File: src/rtl/branch_resolve_unit_pkg.sv
// Shared constants for the branch resolve unit: funct3 codes, FSM encoding, datapath width.
// Imported by branch_cond_eval and branch_resolve_unit.
package riscv_branch_pkg;

    localparam int XLEN_DEFAULT = 32;

    localparam logic [2:0] F3_BEQ  = 3'b000;
    localparam logic [2:0] F3_BNE  = 3'b001;
    localparam logic [2:0] F3_BLT  = 3'b100;
    localparam logic [2:0] F3_BGE  = 3'b101;
    localparam logic [2:0] F3_BLTU = 3'b110;
    localparam logic [2:0] F3_BGEU = 3'b111;

    localparam logic [1:0] ST_IDLE  = 2'd0;
    localparam logic [1:0] ST_REQ   = 2'd1;
    localparam logic [1:0] ST_FLUSH = 2'd2;

    typedef struct packed {
        logic taken;
        logic brun_en;
        logic illegal;
    } cond_res_t;

    // Instruction fetch requires 4-byte alignment, so either low bit set is a fault.
    function automatic logic target_misaligned(input logic [1:0] lsb);
        return (lsb != 2'b00);
    endfunction

endpackage

File: src/rtl/branch_resolve_unit_cond_eval.sv
// Combinational branch condition evaluation: funct3 plus comparator flags
// give taken / comparator mode / illegal-encoding indications.
module branch_cond_eval
    import riscv_branch_pkg::*;
(
    input  logic       is_branch,
    input  logic [2:0] funct3,
    input  logic       breq_flag,
    input  logic       brlt_flag,
    input  logic       bge_flag,
    output logic       taken,
    output logic       brun_en,
    output logic       illegal
);

    cond_res_t res_s;

    // Decode funct3 against the comparator flags.
    always_comb begin
        res_s         = '0;
        res_s.brun_en = is_branch & funct3[1];
        case (funct3)
            F3_BEQ:  res_s.taken = is_branch & breq_flag;
            F3_BNE:  res_s.taken = is_branch & ~breq_flag;
            F3_BLT:  res_s.taken = is_branch & brlt_flag;
            F3_BLTU: res_s.taken = is_branch & brlt_flag;
            F3_BGE:  res_s.taken = is_branch & (breq_flag | bge_flag);
            F3_BGEU: res_s.taken = is_branch & (breq_flag | bge_flag);
            default: begin
                // 010 / 011 are unused branch encodings
                res_s.taken   = 1'b0;
                res_s.illegal = is_branch;
            end
        endcase
    end

    assign taken   = res_s.taken;
    assign brun_en = res_s.brun_en;
    assign illegal = res_s.illegal;

endmodule

File: src/rtl/branch_resolve_unit.sv
// EX-stage branch/jump resolution: target generation, held redirect handshake and pipeline flush.
// Optional BRANCH_STATS_EN adds saturating stat_branches / stat_taken counters.
module branch_resolve_unit
    import riscv_branch_pkg::*;
#(
    parameter int XLEN         = XLEN_DEFAULT,
    parameter int FLUSH_CYCLES = 2
) (
    input  logic            clk,
    input  logic            rst,
    input  logic            ex_valid,
    input  logic            ex_is_branch,
    input  logic            ex_is_jal,
    input  logic            ex_is_jalr,
    input  logic [2:0]      ex_funct3,
    input  logic [XLEN-1:0] ex_pc,
    input  logic [XLEN-1:0] ex_imm,
    input  logic [XLEN-1:0] ex_rs1,
    input  logic            breq_flag,
    input  logic            brlt_flag,
    input  logic            bge_flag,
    output logic            brun_en,
    output logic            redirect_valid,
    input  logic            redirect_ready,
    output logic [XLEN-1:0] redirect_pc,
    output logic            flush_if_id,
    output logic            flush_id_ex,
    output logic            stall_ex,
    output logic            misalign_exc,
    output logic            illegal_br
`ifdef BRANCH_STATS_EN
    ,
    output logic [31:0]     stat_branches,
    output logic [31:0]     stat_taken
`endif
);

    localparam int CNT_W = $clog2(FLUSH_CYCLES + 1);

    logic [1:0]       state_q, state_d;
    logic [CNT_W-1:0] cnt_q, cnt_d;
    logic [XLEN-1:0]  redirect_pc_q, redirect_pc_d;
    logic             redirect_valid_q, redirect_valid_d;
    logic             stall_ex_q, stall_ex_d;
    logic             flush_q, flush_d;
    logic             misalign_q, misalign_d;
    logic             illegal_q, illegal_d;

    logic             sel_jalr_s, sel_jal_s, sel_br_s;
    logic [XLEN-1:0]  base_s, sum_s, target_s;
    logic             cond_taken_s, cond_illegal_s;
    logic             taken_s, misaligned_s, accept_s, handshake_s;

    branch_cond_eval u_cond (
        .is_branch (ex_is_branch),
        .funct3    (ex_funct3),
        .breq_flag (breq_flag),
        .brlt_flag (brlt_flag),
        .bge_flag  (bge_flag),
        .taken     (cond_taken_s),
        .brun_en   (brun_en),
        .illegal   (cond_illegal_s)
    );

    // Type priority (jalr > jal > branch) and target adder.
    always_comb begin
        sel_jalr_s = ex_is_jalr;
        sel_jal_s  = ex_is_jal & ~ex_is_jalr;
        sel_br_s   = ex_is_branch & ~ex_is_jal & ~ex_is_jalr;
        base_s     = sel_jalr_s ? ex_rs1 : ex_pc;
        sum_s      = base_s + ex_imm;
        target_s   = sum_s;
        if (sel_jalr_s) begin
            target_s[0] = 1'b0;
        end else begin
            target_s[0] = sum_s[0];
        end
        taken_s      = sel_jalr_s | sel_jal_s | (sel_br_s & cond_taken_s);
        misaligned_s = target_misaligned(target_s[1:0]);
        accept_s     = ex_valid & (state_q == ST_IDLE);
    end

    // Redirect FSM and flush counter next-state.
    always_comb begin
        state_d       = state_q;
        cnt_d         = cnt_q;
        redirect_pc_d = redirect_pc_q;
        misalign_d    = 1'b0;
        illegal_d     = 1'b0;
        handshake_s   = 1'b0;
        case (state_q)
            ST_IDLE: begin
                misalign_d = accept_s & taken_s & misaligned_s;
                illegal_d  = accept_s & sel_br_s & cond_illegal_s;
                if (accept_s & taken_s & ~misaligned_s) begin
                    state_d       = ST_REQ;
                    redirect_pc_d = target_s;
                end else begin
                    state_d = ST_IDLE;
                end
            end
            ST_REQ: begin
                if (redirect_ready) begin
                    state_d     = ST_FLUSH;
                    cnt_d       = CNT_W'(FLUSH_CYCLES);
                    handshake_s = 1'b1;
                end else begin
                    state_d = ST_REQ;
                end
            end
            ST_FLUSH: begin
                cnt_d = cnt_q - {{(CNT_W-1){1'b0}}, 1'b1};
                if (cnt_q <= {{(CNT_W-1){1'b0}}, 1'b1}) begin
                    state_d = ST_IDLE;
                end else begin
                    state_d = ST_FLUSH;
                end
            end
            default: begin
                state_d = ST_IDLE;
                cnt_d   = '0;
            end
        endcase
        // Outputs are registered from the next state so they are glitch-free.
        redirect_valid_d = (state_d == ST_REQ);
        stall_ex_d       = (state_d == ST_REQ);
        flush_d          = (state_d == ST_FLUSH);
    end

    // State, counter and output registers.
    always_ff @(posedge clk) begin
        if (rst) begin
            state_q          <= ST_IDLE;
            cnt_q            <= '0;
            redirect_pc_q    <= '0;
            redirect_valid_q <= 1'b0;
            stall_ex_q       <= 1'b0;
            flush_q          <= 1'b0;
            misalign_q       <= 1'b0;
            illegal_q        <= 1'b0;
        end else begin
            state_q          <= state_d;
            cnt_q            <= cnt_d;
            redirect_pc_q    <= redirect_pc_d;
            redirect_valid_q <= redirect_valid_d;
            stall_ex_q       <= stall_ex_d;
            flush_q          <= flush_d;
            misalign_q       <= misalign_d;
            illegal_q        <= illegal_d;
        end
    end

    assign redirect_valid = redirect_valid_q;
    assign redirect_pc    = redirect_pc_q;
    assign stall_ex       = stall_ex_q;
    assign flush_if_id    = flush_q;
    assign flush_id_ex    = flush_q;
    assign misalign_exc   = misalign_q;
    assign illegal_br     = illegal_q;

`ifdef BRANCH_STATS_EN
    logic [31:0] stat_branches_q, stat_branches_d;
    logic [31:0] stat_taken_q, stat_taken_d;

    // Saturating event counters.
    always_comb begin
        stat_branches_d = stat_branches_q;
        stat_taken_d    = stat_taken_q;
        if (accept_s & sel_br_s & (stat_branches_q != 32'hFFFF_FFFF)) begin
            stat_branches_d = stat_branches_q + 32'd1;
        end else begin
            stat_branches_d = stat_branches_q;
        end
        if (handshake_s & (stat_taken_q != 32'hFFFF_FFFF)) begin
            stat_taken_d = stat_taken_q + 32'd1;
        end else begin
            stat_taken_d = stat_taken_q;
        end
    end

    // Counter registers.
    always_ff @(posedge clk) begin
        if (rst) begin
            stat_branches_q <= 32'd0;
            stat_taken_q    <= 32'd0;
        end else begin
            stat_branches_q <= stat_branches_d;
            stat_taken_q    <= stat_taken_d;
        end
    end

    assign stat_branches = stat_branches_q;
    assign stat_taken    = stat_taken_q;
`else
    logic unused_handshake_s;
    assign unused_handshake_s = handshake_s;
`endif

endmodule

File: config.mk
export PLATFORM = sky130hd
export DESIGN_NAME = branch_resolve_unit
export DESIGN_NICKNAME = d
export VERILOG_FILES = /design/src/rtl/branch_resolve_unit_pkg.sv /design/src/rtl/branch_resolve_unit_cond_eval.sv /design/src/rtl/branch_resolve_unit.sv
export SDC_FILE = /design/constraint.sdc
export NUM_CORES = 1
export LEC_CHECK = 0
export CAP_MARGIN = 20
export CELL_PAD_IN_SITES_DETAIL_PLACEMENT = 2
export CELL_PAD_IN_SITES_GLOBAL_PLACEMENT = 2
export CORE_AREA = 3 3 128 130
export CTS_BUF_LIST = sky130_fd_sc_hd__clkbuf_4 sky130_fd_sc_hd__clkbuf_8 sky130_fd_sc_hd__clkbuf_16
export DETAILED_ROUTE_END_ITERATION = 8
export DIE_AREA = 0 0 131 133
export PLACE_DENSITY_LB_ADDON = 0.12
export SYNTH_ARGS = -nofsm -noshare
export SYNTH_HDL_FRONTEND = slang
export SYNTH_HIERARCHICAL = 1
export SYNTH_SLANG_ARGS = --single-unit
File: constraint.sdc
create_clock -name clk -period 5.23 [get_ports clk]
set_clock_uncertainty 0.05 [all_clocks]
set_input_delay 0.7845 -clock clk [delete_from_list [all_inputs] [get_ports clk]]
set_output_delay 0.7845 -clock clk [all_outputs]
set_load 0.005 [all_outputs]
==> insert_results.sql, run 1 <==
INSERT INTO impl_metrics (metric_group, metric, value, unit) VALUES
('floorplanning', 'rows', '45', ''),
('timing', 'maxClockFrequency', '248', 'MHz'),
('critical_path', 'endpoint_kind', 'flop', ''),
('synth', 'synth_async_sr_flop_share', '0', '%'),
('timing', 'hold_viol', '0', ''),
('pwr', 'power.density_cell_area', '217', 'mW/mm2'),
('timing', 'tns', '0', 'ps'),
('synth', 'sequential_to_total_area_share_from_yosys_stat', '21.7', '%'),
('timing', 'timing.final.setup_violations', '0', ''),
('cts', 'ctsRootBufferMaster', 'sky130_fd_sc_hd__clkbuf_16', ''),
('hold_path', 'holdCritPathClass', 'reg -> reg', ''),
('floorplanning', 'fp.coreArea', '0.0153', 'mm2'),
('route', 'drc_errors', '0', ''),
('route', 'routed-via-count', '3905', ''),
('cts', 'cts_num_sinks', '40', ''),
('cts', 'cts_buffers', '5', ''),
('status', 'outcome', 'finished, final reports clean', ''),
('global_route', 'grt_antenna_before_repair', '0', ''),
('global_route', 'globalRouteOverflowTotal', '0', ''),
('critical_path', 'cp_num_buf_inv', '1', ''),
('final_layout', 'nNetsFinal', '734', ''),
('route', 'routedWlPerCell', '17.4', 'um'),
('critical_path', 'crit_path_cell_trace', 'buf_2 > mux2_2 > ha_1 > fa_1 > a21oi_1 > o211ai_1 > a211oi_1 > o2111ai_1 > a21oi_1 > a31oi_1 > mux2i_1 > a221o_1', ''),
('place', 'port_buffers', '147', ''),
('synth', 'synth_seq_cells', '40', ''),
('floorplanning', 'initial_utilization', '24.1', '%'),
('route', 'post_drt_antenna_nets', '0', ''),
('cts', 'cts_tree', 'yes', ''),
('cts', 'clock_latency', '280', 'ps'),
('floorplanning', 'die_width', '131', 'um'),
('synth', 'synth-edff-count', '0', ''),
('synth', 'synth_common_cells', '56 x sky130_fd_sc_hd__nand2_1, 49 x sky130_fd_sc_hd__a21oi_1, 40 x sky130_fd_sc_hd__dfxtp_1', ''),
('final_layout', 'layout.filler_cells', '1757', ''),
('pwr', 'leakagePower', '2.13', 'nW'),
('timing', 'final.period_utilization', '77.2', '%'),
('critical_path', 'worst_ep_arrival_time', '4160', 'ps'),
('global_route', 'vias_in_the_first_global_route', '4229', ''),
('critical_path', 'path_common_cell', 'sky130_fd_sc_hd__a21oi_1', ''),
('place', 'dp_hpwl', '11400', 'um'),
('cts', 'clock_tree.htree_level_count', '2', ''),
('critical_path', 'crit_required', '5350', 'ps'),
('timing', 'worst_slew_margin_rel', '34.1', '%'),
('critical_path', 'crit_path_max_incr_delay', '420', 'ps'),
('floorplanning', 'die-height', '133', 'um'),
('timing', 'period_minus_slack', '4040', 'ps'),
('critical_path', 'worstSetupStartpointType', 'primary input', ''),
('cts', 'cts.repair.resized', '0', ''),
('synth', 'postSynthCellCount', '456', ''),
('final_layout', 'syn_to_final_growth', '48.5', '%'),
('final_layout', 'drive_above_1_share', '10.5', '%'),
('synth', 'synth_cell_types', '60', ''),
('flow_run', 'cap_violations', '0', ''),
('synth', 'mappedNetlistNets', '602', ''),
('synth', 'yosys-top-cells-area', 'sky130_fd_sc_hd__dfxtp_1 22%, sky130_fd_sc_hd__ha_1 12%, sky130_fd_sc_hd__mux2_2 9.8%, sky130_fd_sc_hd__a21oi_1 6.7%, sky130_fd_sc_hd__nand2_1 5.7%', ''),
('route', 'vias_per_cell', '4.89', ''),
('global_route', 'grt_usage', '15.8', '%'),
('critical_path', 'crit_fanout', '15', ''),
('route', 'drt_first_iter_violations', '105', ''),
('timing', 'final-max-slew-violation-count', '0', ''),
('cts', 'cts-root-to-sink-buffers', '2', ''),
('synth', 'netlist_area', '0.00368', 'mm2'),
('cts', 'clk_pin_slew', '60', 'ps'),
('critical_path', 'cpLargestDelayFamily', 'compound AO/OA/AOI/OAI gates', ''),
('pwr', 'vdd_ir_drop_max', '0.128', 'mV'),
('synth', 'avgSynthCellArea', '8.08', 'um2'),
('global_route', 'maximum_number_of_pins_on_one_net_before_global_route_repair', '21', ''),
('floorplanning', 'i_o_pin_count', '148', ''),
('critical_path', 'max_stage_delay_cell_worst_path', 'sky130_fd_sc_hd__fa_1', ''),
('timing', 'grt_setup_unrepaired', 'false', ''),
('final_layout', 'antennaDiodeCount', '0', ''),
('cts', 'cts.repair_timing.setup_buffer_count', '0', '');
==> state kept, by name, indices dropped and copies added, names as in the netlist <==
| signal | count |
|---|---|
| stall_ex | 1 |
| misalign_exc | 1 |
| flush_id_ex | 1 |
| cnt_q | 2 |
| illegal_br | 1 |
| redirect_pc | 32 |
| state_q | 2 |
==> layer usage <==
metal,up-vias,share of wire (%),global-route usage [%]
met1,1882,47,21.2
met3,7,4.5,2.14
met5,-,0,0
met4,0,0.70,2.74
met2,93,48,27.1
li1,1923,-,-
==> placed cells by master, fill, tap and decap left out, types with 3 or more instances in the layout <==
master                            instances
sky130_fd_sc_hd__clkdlybuf4s50_1        146
sky130_fd_sc_hd__nand2_1                 56
sky130_fd_sc_hd__a21oi_1                 49
sky130_fd_sc_hd__dfxtp_1                 40
sky130_fd_sc_hd__ha_1                    36
sky130_fd_sc_hd__mux2_2                  32
sky130_fd_sc_hd__a21o_1                  22
sky130_fd_sc_hd__nor2_1                  18
sky130_fd_sc_hd__xnor2_1                 15
sky130_fd_sc_hd__inv_1                   12
sky130_fd_sc_hd__o21ai_0                 10
sky130_fd_sc_hd__xor2_1                   9
sky130_fd_sc_hd__nand3_1                  9
sky130_fd_sc_hd__nor3_1                   9
sky130_fd_sc_hd__o21ai_1                  7
sky130_fd_sc_hd__nand4_1                  7
sky130_fd_sc_hd__o21a_1                   6
sky130_fd_sc_hd__a22o_1                   6
sky130_fd_sc_hd__a211oi_1                 6
sky130_fd_sc_hd__nor2b_1                  6
sky130_fd_sc_hd__nand3b_1                 6
sky130_fd_sc_hd__a31oi_1                  5
sky130_fd_sc_hd__and2_1                   5
sky130_fd_sc_hd__clkbuf_16                5
sky130_fd_sc_hd__buf_4                    5
sky130_fd_sc_hd__and3_1                   4
sky130_fd_sc_hd__o31ai_1                  4
sky130_fd_sc_hd__a21oi_2                  3
sky130_fd_sc_hd__a221oi_1                 3
sky130_fd_sc_hd__or3_1                    3
sky130_fd_sc_hd__o31a_1                   3
==> worst paths after layout <==
path | endpoint | slack, ps | startpoint | cells past startpoint
setup / recovery | redirect_pc[30]$_SDFFE_PP0N_ | 1190 | ex_is_jalr | 12
hold / removal | redirect_pc[7]$_SDFFE_PP0N_ | 410 | redirect_pc[7]$_SDFFE_PP0N_ | 2
setup reg to reg | redirect_pc[30]$_SDFFE_PP0N_ | 2560 | state_q[0]$_SDFF_PP0_ | 10
hold reg to reg | redirect_pc[7]$_SDFFE_PP0N_ | 410 | redirect_pc[7]$_SDFFE_PP0N_ | 2
==> stage by stage <==
stage	cell area (um2)	total power (W)	hold slack, ps	worst slack, ps	std cells
2_1_floorplan	3680	0.000661	398	1290	456
3_3_place_gp	5340	0.000879	393	1000	792
3_5_place_dp	5340	0.000889	403	891	792
4_1_cts	5470	0.00121	417	1180	799
5_1_grt	5470	0.00127	434	884	799
6_report	5470	0.00119	410	1190	799
==> area by class of cell <==
type,instances,area (um2),area share (%)
clock inverters,1,5.00,0.0914
clock buffers,6,133,2.42
well taps,211,264,4.82
inverters,13,48.8,0.892
multi-input cells,376,2720,49.7
repair buffers,152,1500,27.5
flip-flops and latches,40,801,14.6
==> power by group <==
part           internal (W)  switching, W
sequential         0.000328     0.0000141
combinational      0.000272      0.000263
clock              0.000179      0.000131
==> tightest hold or removal path, delay by kind of cell (launching register included) <==
kind	cells	cell delay, ps
flops	1	310
simple gates	1	50
compound gates	1	50
==> kinds of logic after synthesis <==
| family | after synthesis | share of synthesized area (%) |
|---|---|---|
| compound gates | 141 | 25.6 |
| simple gates | 140 | 19.3 |
| mux | 34 | 10.3 |
| flops | 40 | 21.7 |
| xor+xnor | 24 | 5.70 |
| fa+ha+maj | 37 | 12.8 |
| buf+inv | 40 | 4.58 |
Note: power is estimated with default switching activity, not from simulation.
==> inputs of run 2 (changes only) <==
clock period = 3.9 ns   (was 5.23 ns; I/O delays follow)
==> insert_results.sql, run 2 (synthesized netlist as in run 1, its figures left out) <==
INSERT INTO impl_metrics (metric_group, metric, value, unit) VALUES
('critical_path', 'crit_path_cell_trace', 'clkdlybuf4s50_1 > mux2_2 > ha_1 > fa_1 > a21oi_1 > o211ai_1 > a211oi_1 > o2111ai_1 > a21oi_1 > a31oi_1 > mux2i_1 > a221o_1', ''),
('critical_path', 'path_common_cell', 'sky130_fd_sc_hd__a21oi_1', ''),
('hold_path', 'min_path_cells', '2', ''),
('final_layout', 'area_of_the_multi_input_gates', '0.00272', 'mm2'),
('floorplanning', 'fp.coreArea', '0.0153', 'mm2'),
('pwr', 'internal_portion_of_total_power', '0.00114', 'W'),
('cts', 'cts_tree', 'yes', ''),
('timing', 'maxClockFrequency', '282', 'MHz'),
('hold_path', 'hold_endpoint', 'redirect_pc[15]$_SDFFE_PP0N_', ''),
('critical_path', 'crit_fanout', '3', ''),
('critical_path', 'criticalPathCategory', 'in -> reg', ''),
('global_route', 'global_route_wire_length_before_repair', '22900', 'um'),
('pwr', 'switching_share', '33.6', '%'),
('timing', 'hold-worst-slack', '407', 'ps'),
('hold_path', 'holdCritPathClass', 'reg -> reg', ''),
('global_route', 'met2_usage', '27.7', '%'),
('hold_path', 'timing.hold.worst.start', 'redirect_pc[15]$_SDFFE_PP0N_', ''),
('global_route', 'vias_in_the_first_global_route', '4445', ''),
('global_route', 'met1_usage', '21.7', '%'),
('route', 'drt_first_iter_violations', '105', ''),
('global_route', 'gr-max-usage-layer', 'met2', ''),
('timing', 'final_worst_slack', '357', 'ps'),
('floorplanning', 'die_width', '131', 'um'),
('critical_path', 'worst_ep_arrival_time', '3680', 'ps'),
('cts', 'cts_num_sinks', '40', ''),
('timing', 'final.period_utilization', '90.8', '%'),
('critical_path', 'reg2reg_to', 'redirect_pc[23]$_SDFFE_PP0N_', ''),
('pwr', 'power_switching', '0.000575', 'W'),
('floorplanning', 'initial_utilization', '24.1', '%'),
('route', 'detail_route.wirelength', '14200', 'um'),
('pwr', 'clkPwrFrac', '30.2', '%'),
('critical_path', 'worstSetupStartpointType', 'primary input', ''),
('floorplanning', 'rows', '45', ''),
('cts', 'cts_buffers', '5', ''),
('final_layout', 'largest_reg_flops', '32', ''),
('final_layout', 'post_layout_nonfiller_instances', '811', ''),
('pwr', 'comb_power_share', '43.0', '%'),
('critical_path', 'max_stage_delay_cell_worst_path', 'sky130_fd_sc_hd__fa_1', ''),
('critical_path', 'crit_path_max_incr_delay', '400', 'ps'),
('final_layout', 'layout_common_cells', '146 x sky130_fd_sc_hd__clkdlybuf4s50_1, 56 x sky130_fd_sc_hd__nand2_1, 49 x sky130_fd_sc_hd__a21oi_1, 40 x sky130_fd_sc_hd__dfxtp_1, 36 x sky130_fd_sc_hd__ha_1', ''),
('route', 'vias_per_cell', '4.90', ''),
('place', 'port_buffers', '147', ''),
('timing', 'tns', '0', 'ps'),
('final_layout', 'stdcell_area', '0.00560', 'mm2'),
('route', 'firstDrtPassIters', '4', ''),
('place', 'dp_worst_setup_slack', '11.9', 'ps'),
('place', 'placement.cell_area', '0.00542', 'mm2'),
('final_layout', 'drive_above_1_share', '12.3', '%'),
('route', 'routedWlPerCell', '17.5', 'um'),
('floorplanning', 'i_o_pin_count', '148', ''),
('cts', 'cts-root-to-sink-buffers', '2', ''),
('final_layout', 'antennaDiodeCount', '0', ''),
('critical_path', 'r2r_setup_slack', '1790', 'ps'),
('critical_path', 'crit_required', '4040', 'ps'),
('critical_path', 'endpoint_kind', 'flop', ''),
('cts', 'clock_tree.htree_level_count', '2', ''),
('timing', 'period_minus_slack', '3540', 'ps'),
('critical_path', 'worst_setup_path_startpoint', 'ex_rs1[0]', ''),
('timing', 'final-max-slew-violation-count', '0', ''),
('final_layout', 'layout_commonest_cell', 'sky130_fd_sc_hd__clkdlybuf4s50_1', ''),
('pwr', 'vdd_ir_drop_max', '0.159', 'mV'),
('timing', 'grt_setup_unrepaired', 'false', ''),
('global_route', 'maximum_number_of_pins_on_one_net_before_global_route_repair', '23', ''),
('final_layout', 'nNetsFinal', '745', ''),
('place', 'gp_congestion', '0.799', ''),
('final_layout', 'syn_to_final_growth', '51.9', '%'),
('timing', 'timing.final.setup_violations', '0', ''),
('place', 'place.detailed.instances', '803', ''),
('global_route', 'groute.layer.met3.usage', '2.87', '%'),
('cts', 'ctsRootBufferMaster', 'sky130_fd_sc_hd__clkbuf_16', ''),
('final_layout', 'layout.filler_cells', '1756', ''),
('cts', 'cts.repair_timing.setup_buffer_count', '0', ''),
('pwr', 'power.density_cell_area', '306', 'mW/mm2'),
('status', 'outcome', 'finished, final reports clean', ''),
('floorplanning', 'die-height', '133', 'um'),
('critical_path', 'worstReg2RegStart', 'state_q[0]$_SDFF_PP0_', ''),
('floorplanning', 'area_of_the_die', '0.0174', 'mm2'),
('cts', 'cts.repair.resized', '0', ''),
('pwr', 'leakagePower', '2.19', 'nW'),
('route', 'drc_errors', '0', ''),
('final_layout', 'seq_area', '801', 'um2'),
('route', 'post_drt_antenna_nets', '0', ''),
('timing', 'worst_slew_margin_rel', '38.1', '%'),
('critical_path', 'reg2reg_depth', '8', ''),
('global_route', 'grt_antenna_before_repair', '0', ''),
('global_route', 'grt_usage', '16.3', '%'),
('cts', 'cts_hold_buf', '0', ''),
('cts', 'clk_pin_slew', '70', 'ps'),
('cts', 'clock_latency', '300', 'ps'),
('pwr', 'power.share.sequential', '26.8', '%'),
('place', 'dp_hpwl', '11700', 'um'),
('global_route', 'globalRouteOverflowTotal', '0', ''),
('timing', 'hold_viol', '0', ''),
('route', 'routed-via-count', '3977', ''),
('timing', 'worst_slew_pin_slew', '926', 'ps'),
('flow_run', 'cap_violations', '0', '');
## run 2: changes by cell type in the layout (fill, tap and decap cells not counted), sizes merged
cell	previous run	this run
buf	6	17
bufinv	0	1
## run 2: power by group through the flow
stage | Clock [W] | Combinational [W] | Sequential (W)
3_3_place_gp | 0 | 0.000729 | 0.000468
3_5_place_dp | 0 | 0.000743 | 0.000469
4_1_cts | 0.000535 | 0.000749 | 0.000460
2_1_floorplan | 0 | 0.000420 | 0.000466
6_report | 0.000518 | 0.000738 | 0.000459
5_1_grt | 0.000549 | 0.000821 | 0.000463
## run 2: final cells by class
type	count	area share, %
timing repair buffer	163	28.4
sequential	40	14.3
clock inverter	2	0.693
tap	211	4.72
inverter	13	0.872
multi-input combinational	376	48.6
clock buffer	6	2.48
## run 2: worst max-delay path by stage
| stage | to | slack, ps | depth (start not counted) |
|---|---|---|---|
| after detailed placement | redirect_pc[30]$_SDFFE_PP0N_ | 10 | 12 |
| after global routing | redirect_pc[30]$_SDFFE_PP0N_ | 80 | 12 |
| after floorplan | redirect_pc[30]$_SDFFE_PP0N_ | 160 | 13 |
| final | redirect_pc[30]$_SDFFE_PP0N_ | 360 | 12 |
| after CTS | redirect_pc[30]$_SDFFE_PP0N_ | 300 | 12 |
| after global placement | redirect_pc[30]$_SDFFE_PP0N_ | 60 | 12 |
## run 2: stage by stage
| stage | util, % | total power, W |
|---|---|---|
| 2_1_floorplan | - | 0.000887 |
| 3_3_place_gp | 35.5 | 0.00120 |
| 3_5_place_dp | 35.5 | 0.00121 |
| 4_1_cts | 36.7 | 0.00174 |
| 5_1_grt | 36.7 | 0.00183 |
| 6_report | 36.7 | 0.00171 |
## run 2: metal layers
| metal | wire (um) | share of wire [%] | up-vias |
|---|---|---|---|
| met2 | 6780 | 48 | 102 |
| li1 | - | - | 1949 |
| met5 | 0 | 0 | - |
| met1 | 6560 | 46 | 1918 |
| met4 | 121 | 0.85 | 0 |
| met3 | 705 | 5.0 | 8 |
## run 2: worst max-delay path: cells and delay by family
kind	cells	cell delay [ps]
AO/OA/AOI/OAI	7	1660
multiplexers	2	420
buffers and inverters	1	390
adder cells (fa/ha/maj)	2	620
==> inputs of run 3 (changes only) <==
CAP_MARGIN = 30   (was 20)
CORE_AREA = 3 3 153 110   (was 3 3 128 130)
DIE_AREA = 0 0 156 113   (was 0 0 131 133)
==> insert_results.sql, run 3 (synthesized netlist as in run 1, its figures left out) <==
INSERT INTO impl_metrics (metric_group, metric, value, unit) VALUES
('status', 'outcome', 'finished, final reports clean', ''),
('route', 'vias_per_cell', '4.90', ''),
('timing', 'hold_viol', '0', ''),
('global_route', 'globalRouteOverflowTotal', '0', ''),
('critical_path', 'endpoint_kind', 'flop', ''),
('floorplanning', 'initial_utilization', '23.8', '%'),
('place', 'gp_congestion', '0.851', ''),
('floorplanning', 'die_width', '156', 'um'),
('critical_path', 'crit_fanout', '3', ''),
('global_route', 'grt_antenna_before_repair', '0', ''),
('route', 'detail_route.wirelength', '14000', 'um'),
('critical_path', 'crit_required', '4020', 'ps'),
('timing', 'maxClockFrequency', '284', 'MHz'),
('floorplanning', 'area_of_the_die', '0.0176', 'mm2'),
('floorplanning', 'i_o_pin_count', '148', ''),
('route', 'routed-via-count', '3935', ''),
('cts', 'clock_tree.htree_level_count', '2', ''),
('floorplanning', 'rows', '38', ''),
('final_layout', 'antennaDiodeCount', '0', ''),
('timing', 'timing.final.setup_violations', '0', ''),
('timing', 'final.period_utilization', '90.3', '%'),
('hold_path', 'holdCritPathClass', 'reg -> reg', ''),
('place', 'port_buffers', '147', ''),
('cts', 'cts_num_sinks', '40', ''),
('final_layout', 'largest_reg_flops', '32', ''),
('pwr', 'p_total', '0.00173', 'W'),
('timing', 'final-max-slew-violation-count', '0', ''),
('critical_path', 'worst_setup_path_startpoint', 'ex_rs1[0]', ''),
('global_route', 'grt_usage', '15.9', '%'),
('cts', 'clock_latency', '280', 'ps'),
('timing', 'period_minus_slack', '3520', 'ps'),
('critical_path', 'crit_path_cell_trace', 'clkdlybuf4s50_1 > mux2_2 > ha_1 > fa_1 > a21oi_1 > o211ai_1 > a211oi_2 > o2111ai_1 > a21oi_1 > a31oi_1 > mux2i_1 > a221o_1', ''),
('route', 'drt_first_iter_violations', '96', ''),
('route', 'post_drt_antenna_nets', '0', ''),
('critical_path', 'worstReg2RegStart', 'state_q[1]$_SDFF_PP0_', ''),
('cts', 'cts_buffers', '5', ''),
('global_route', 'maximum_number_of_pins_on_one_net_before_global_route_repair', '26', ''),
('cts', 'ctsRootBufferMaster', 'sky130_fd_sc_hd__clkbuf_16', ''),
('timing', 'worst_slew_margin_rel', '65.2', '%'),
('route', 'drc_errors', '0', ''),
('pwr', 'power.density_cell_area', '308', 'mW/mm2'),
('floorplanning', 'die-height', '113', 'um'),
('global_route', 'vias_in_the_first_global_route', '4394', ''),
('final_layout', 'syn_to_final_growth', '52.6', '%'),
('final_layout', 'nNetsFinal', '749', ''),
('critical_path', 'path_common_cell', 'sky130_fd_sc_hd__a21oi_1', ''),
('floorplanning', 'fp.coreArea', '0.0155', 'mm2'),
('critical_path', 'criticalPathCategory', 'in -> reg', ''),
('place', 'dp_worst_setup_slack', '-37.9', 'ps'),
('route', 'routedWlPerCell', '17.4', 'um'),
('critical_path', 'max_stage_delay_cell_worst_path', 'sky130_fd_sc_hd__fa_1', ''),
('critical_path', 'crit_path_max_incr_delay', '410', 'ps'),
('final_layout', 'drive_above_1_share', '12.9', '%'),
('flow_run', 'cap_violations', '0', ''),
('cts', 'cts_hold_buf', '0', ''),
('timing', 'worst_slew_pin_slew', '523', 'ps'),
('hold_path', 'timing.hold.worst.start', 'redirect_pc[8]$_SDFFE_PP0N_', ''),
('place', 'dp_hpwl', '11900', 'um'),
('critical_path', 'worst_ep_arrival_time', '3640', 'ps'),
('global_route', 'global_route_wire_length_before_repair', '23000', 'um'),
('cts', 'cts_tree', 'yes', ''),
('pwr', 'vdd_ir_drop_max', '0.148', 'mV'),
('cts', 'clk_pin_slew', '60', 'ps'),
('final_layout', 'layout_common_cells', '146 x sky130_fd_sc_hd__clkdlybuf4s50_1, 56 x sky130_fd_sc_hd__nand2_1, 49 x sky130_fd_sc_hd__a21oi_1, 40 x sky130_fd_sc_hd__dfxtp_1, 36 x sky130_fd_sc_hd__ha_1', ''),
('timing', 'grt_setup_unrepaired', 'false', ''),
('cts', 'cts-root-to-sink-buffers', '2', ''),
('route', 'firstDrtPassIters', '4', ''),
('timing', 'final_worst_slack', '377', 'ps'),
('critical_path', 'worstSetupStartpointType', 'primary input', ''),
('pwr', 'leakagePower', '2.22', 'nW'),
('final_layout', 'layout_commonest_cell', 'sky130_fd_sc_hd__clkdlybuf4s50_1', '');
-- run 3: changes by cell type in the layout (fill, tap and decap cells not counted) --
cell | previous run | this run
sky130_fd_sc_hd__a211oi_1 | 6 | 5
sky130_fd_sc_hd__a211oi_2 | 0 | 1
sky130_fd_sc_hd__buf_4 | 16 | 20
sky130_fd_sc_hd__bufinv_16 | 1 | 2
sky130_fd_sc_hd__clkbuf_8 | 1 | 0
sky130_fd_sc_hd__clkinv_4 | 1 | 0
-- run 3: area by class of cell --
cell class / instances / area (um2)
fill: 1759 / 9830
sequential: 40 / 801
tap: 200 / 250
timing repair buffer: 167 / 1620
inverter: 13 / 48.8
clock buffer: 5 / 125
clock inverter: 2 / 60.1
multi-input combinational: 376 / 2720
-- run 3: worst max-delay path: cells and delay by family --
kind,cells,cell delay (ps)
adder cells (fa/ha/maj),2,620
multiplexers,2,410
buffers and inverters,1,400
AO/OA/AOI/OAI,7,1630
-- run 3: final timing paths --
path	depth (start not counted)	slack, ps	end
max reg2reg	10	1590	redirect_pc[30]$_SDFFE_PP0N_
min reg2reg	2	400	redirect_pc[8]$_SDFFE_PP0N_
max	12	380	redirect_pc[30]$_SDFFE_PP0N_
min	2	400	redirect_pc[8]$_SDFFE_PP0N_
-- run 3: timing repair --
item / CTS / global route
endpoints found under the hold margin: 0 / 0
gates resized for setup: 0 / 1
buffers inserted: 0 / 0
setup endpoints to repair: 0 / 1
-- run 3: through the flow --
step           hold slack, ps  std cells  util [%]  area [um2]  TNS, ps
6_report                  402        803      36.4        5620        0
3_3_place_gp              390        796      35.2        5430        0
4_1_cts                   404        803      36.4        5620        0
5_1_grt                   418        803      36.4        5620        0
3_5_place_dp              397        796      35.2        5430    -37.9
2_1_floorplan             398        456         -        3680        0
-- run 3: report_power, final --
part           switching (W)  internal (W)
registers          0.0000172      0.000440
clock network       0.000167      0.000363
logic               0.000363      0.000383
total               0.000546       0.00119
-- run 3: per-layer routing --
layer,vias up,wire [um],GRT usage [%]
li1,1951,-,-
met1,1888,7020,22.2
met2,91,6250,26.8
met3,5,641,2.33
met4,0,46,1.41
met5,-,0,0
